File: src/rtl/sipo_deser.sv
// sipo_deser: parametrised serial-in/parallel-out deserializer.
// Collects WIDTH serial bits (MSB-first or LSB-first, chosen per word on its
// first bit), presents each completed word on a registered output with a
// valid/ready handshake, and flags a sticky overrun when a completed word
// has to be dropped because the previous one is still unconsumed.
module sipo_deser #(
    parameter int WIDTH = 8,
    parameter int CNT_W = $clog2(WIDTH)
) (
    input  logic             clk,
    input  logic             rst,
    input  logic             din,
    input  logic             din_en,
    input  logic             msb_first,
    input  logic             clear,
    output logic [WIDTH-1:0] dout,
    output logic [WIDTH-1:0] dout_n,
    output logic             dout_valid,
    input  logic             dout_ready,
    output logic             busy,
    output logic             overrun
);

    logic [WIDTH-1:0] sr_q,    sr_d;
    logic [WIDTH-1:0] dout_q,  dout_d;
    logic [CNT_W-1:0] cnt_q,   cnt_d;
    logic             mode_q,  mode_d;
    logic             valid_q, valid_d;
    logic             ovr_q,   ovr_d;

    logic             mode_eff;
    logic             last_bit;
    logic [WIDTH-1:0] shifted;

    // Shift datapath: the first bit of a word takes its mode straight from msb_first.
    always_comb begin
        mode_eff = (cnt_q == '0) ? msb_first : mode_q;
        shifted  = mode_eff ? {sr_q[WIDTH-2:0], din} : {din, sr_q[WIDTH-1:1]};
        last_bit = din_en && (cnt_q == CNT_W'(WIDTH - 1));
    end

    // Next-state: clear flush, handshake, bit accept and word completion.
    always_comb begin
        sr_d    = sr_q;
        cnt_d   = cnt_q;
        mode_d  = mode_q;
        dout_d  = dout_q;
        valid_d = valid_q;
        ovr_d   = ovr_q;
        if (clear) begin
            sr_d    = '0;
            cnt_d   = '0;
            mode_d  = 1'b0;
            dout_d  = '0;
            valid_d = 1'b0;
            ovr_d   = 1'b0;
        end else begin
            if (valid_q && dout_ready) begin
                valid_d = 1'b0;
            end
            if (din_en) begin
                if (cnt_q == '0) begin
                    mode_d = msb_first;
                end
                if (last_bit) begin
                    sr_d  = '0;
                    cnt_d = '0;
                    // A word completing in the same cycle as a handshake replaces
                    // the consumed one, so back-to-back words need no bubble.
                    if (!valid_q || dout_ready) begin
                        dout_d  = shifted;
                        valid_d = 1'b1;
                    end else begin
                        ovr_d = 1'b1;
                    end
                end else begin
                    sr_d  = shifted;
                    cnt_d = cnt_q + CNT_W'(1);
                end
            end
        end
    end

    // State register with asynchronous active-high reset.
    always_ff @(posedge clk or posedge rst) begin
        if (rst) begin
            sr_q    <= '0;
            cnt_q   <= '0;
            mode_q  <= 1'b0;
            dout_q  <= '0;
            valid_q <= 1'b0;
            ovr_q   <= 1'b0;
        end else begin
            sr_q    <= sr_d;
            cnt_q   <= cnt_d;
            mode_q  <= mode_d;
            dout_q  <= dout_d;
            valid_q <= valid_d;
            ovr_q   <= ovr_d;
        end
    end

    // Outputs are all derived from registered state.
    always_comb begin
        dout       = dout_q;
        dout_n     = ~dout_q;
        dout_valid = valid_q;
        busy       = (cnt_q != '0);
        overrun    = ovr_q;
    end

endmodule

File: config.mk
export PLATFORM = sky130hd
export DESIGN_NAME = sipo_deser
export DESIGN_NICKNAME = d
export VERILOG_FILES = /design/src/rtl/sipo_deser.sv
export SDC_FILE = /design/constraint.sdc
export NUM_CORES = 1
export LEC_CHECK = 0
export CAP_MARGIN = 15
export CORE_MARGIN = 1.5
export CORE_UTILIZATION = 43
export DETAILED_ROUTE_END_ITERATION = 8
export PLACE_DENSITY_LB_ADDON = 0.05
export SLEW_MARGIN = 20
export SYNTH_ARGS = -nofsm -noshare
export SYNTH_HDL_FRONTEND = slang
export SYNTH_SLANG_ARGS = --single-unit
File: constraint.sdc
create_clock -name clk -period 1.68 [get_ports clk]
set_input_delay 0.168 -clock clk [delete_from_list [all_inputs] [get_ports clk]]
set_output_delay 0.168 -clock clk [all_outputs]
set_load 0.005 [all_outputs]
==> metrics.txt <==
minimum clock period=1.60 ns; Starting Density=46.5%; Final Cycle Share=95.3%; Yosys warnings=0; actual slew at the worst max-slew pin=0.286 ns; CP max FO=8; # DRC=0; syn_nets=107; Skew-Pair Late Insertion Delay=0.30 ns; Hold Buf Count CTS=0; max-cap viol count=0; setup TNS=0 ns; Die Area=2770 µm²; slowest cell delay on critical path=0.43 ns; CP max stage cell=or3b_4; layout net count=140; TritonCTS clock tree=done; status=completed; dpl hpwl=1500 µm; Cell Int Power=765 µW; Reg clk slew, reported paths=0.12 ns; P&R area growth vs syn=37.8%; global-route usage over all layers=18.2%; max frequency=625 MHz; layout cell share with drive strength beyond 1=16.3%; relative slew slack=80.9%; Clock Power Share=28.7%; total design power=1010 µW; number of port buffers=25; LEAKAGE=0.000635 µW; Critical Path Source=cnt_q[0]; Syn Area/Cell=10.9 µm²; number of DRC markers in iteration 0=7; sequential share of power=54.2%; total gr overflow=0; cts bufs inserted=3; fin util=64.1%; Worst IR Drop VDD=0.458 mV; first-pass iteration count of the detailed router=4; Post-Syn Area=1060 µm²; Crit Path Category=register to register; Sink Count=22; Psw=245 µW; number of synthesized register bits=22; placer congestion estimate=0.728; Die H=52.6 µm; row count=17; WHS=0.188 ns; PwrDens=692 nW/µm²; clock buffer depth=2; sequential fraction of the synthesis area=52.0%; antenna diode count=0; H-Tree Depth=1; commonest non-fill, non-tap cell in the layout=clkdlybuf4s50_1; largest net degree at the start of global routing=23; Antenna Nets Post-Route=0; Via density=5.21; Worst R2R Path Depth=5; I/O pins=26; Worst Hold Class=primary input to asynchronous set/reset pin; RSZ-0062 raised after global routing=false; Total Wirelength=2150 µm; most frequent cells in the layout=clkdlybuf4s50_1, dfrtp_1, inv_1; reg2reg end=sr_q[3]; CTS root buffer=clkbuf_4; Die Wd=52.6 µm; Crit path required time=1.89 ns; critical path cell sequence=buf_4, ha_1, ha_2, or3b_4, o32ai_1; Critical Path End Type=register; first-pass GRT wire length=3710 µm; Avg WL per Cell=13.7 µm; Vias=818; Post-Syn Instances=97; arrival time worst endpoint=1.81 ns; # setup viols final=0; reg2reg setup slack=0.08 ns; vias in the first global route=842; final hold vios=0; final count of pins violating max slew=0; core footprint=2280 µm²; switching part of the total power=24.3%; FF-to-FF Start=cnt_q[0]; Gate power share=17.1%; Distinct cells, synth=22; critical path launch point type=register; antenna violations before repair=0; clk_skew=0.00290 ns
[what timing repair did]
| action | CTS | global route |
|---|---|---|
| setup endpoints to repair | 2 | 11 |
| buffers inserted | 3 | 0 |
| resized for setup | 4 | 3 |
| gates cloned | 0 | 0 |
| pin swaps | 0 | 0 |
[through the flow]
stage / instance area, µm² / worst slack (ns) / std cells
2_1_floorplan: 1060 / 0.0793 / 97
3_3_place_gp: 1380 / 0.0218 / 150
3_5_place_dp: 1380 / 0.0112 / 150
4_1_cts: 1450 / 0.0362 / 157
5_1_grt: 1460 / 0.0131 / 157
6_report: 1460 / 0.0791 / 157
[final cells by class]
class                           instances  area [µm²]
Clock buffer                            4        36.3
Fill cell                             197         817
Inverter                               18        67.6
Multi-Input combinational cell         51         440
Sequential cell                        22         551
Tap cell                               28        35.0
Timing Repair Buffer                   34         329
[worst max-delay path by stage]
| stage | to | slack, ns | cells past startpoint |
|---|---|---|---|
| detailed placement | sr_q[7] | 0.01 | 7 |
| global placement | sr_q[7] | 0.02 | 7 |
| finish | sr_q[3] | 0.08 | 5 |
| global route | sr_q[0] | 0.01 | 5 |
| floorplan | sr_q[7] | 0.08 | 6 |
| CTS | sr_q[3] | 0.04 | 5 |
[state kept, by name, summed over array words and instances, names as in the netlist]
signal	count
dout_valid	1
cnt_q	3
dout	8
overrun	1
sr_q	8
mode_q	1
[critical path, delay by kind of cell, from the launching register on]
family                   cells  cell delay (ns)
AND/OR/NAND/NOR              1             0.43
flip-flops                   1             0.40
adder cells (fa/ha/maj)      2             0.39
buffers and inverters        1             0.14
AO/OA/AOI/OAI                1             0.14
[synthesized netlist by cell type, drive strengths merged]
cell type | n | area [µm²]
o21ai | 1 | 5.00
xnor2 | 1 | 8.76
nand2b | 1 | 13.8
ha | 3 | 37.5
or3b | 1 | 8.76
inv | 18 | 67.6
nand2 | 2 | 7.51
or2b | 1 | 7.51
dfrtp | 22 | 551
nor2 | 8 | 30.0
mux2i | 11 | 123
or3 | 1 | 6.26
buf | 4 | 16.3
clkbuf | 2 | 7.51
o32ai | 7 | 61.3
a21oi | 2 | 10.0
nor2b | 1 | 6.26
nand3b | 2 | 15.0
o2bb2ai | 8 | 70.1
a31oi | 1 | 6.26
[routing by layer]
metal / up-vias / track usage, % / share of wire (%)
met3: 2 / 2.86 / 4.9
met5: - / 0 / 0
met4: 0 / 6.41 / 0.60
met1: 391 / 23.6 / 46
li1: 398 / - / -
met2: 27 / 30.6 / 48
[kinds of logic (layout without fill, tap and decap cells)]
logic type	count (synthesis)	count (layout)	synth area share, %
buffers and inverters	24	56	8.63
flip-flops	22	22	52.0
AO/OA/AOI/OAI	19	19	14.4
AND/OR/NAND/NOR	17	17	8.98
multiplexers	11	11	11.6
adder cells (fa/ha/maj)	3	3	3.55
XOR/XNOR	1	1	0.828
[power groups by stage]
stage          combinational [µW]  clock [µW]  sequential [µW]
2_1_floorplan                96.2           0              557
3_3_place_gp                  155           0              559
5_1_grt                       189         315              549
3_5_place_dp                  156           0              559
6_report                      173         290              547
4_1_cts                       168         303              547
(Power assumes the default switching activity.)
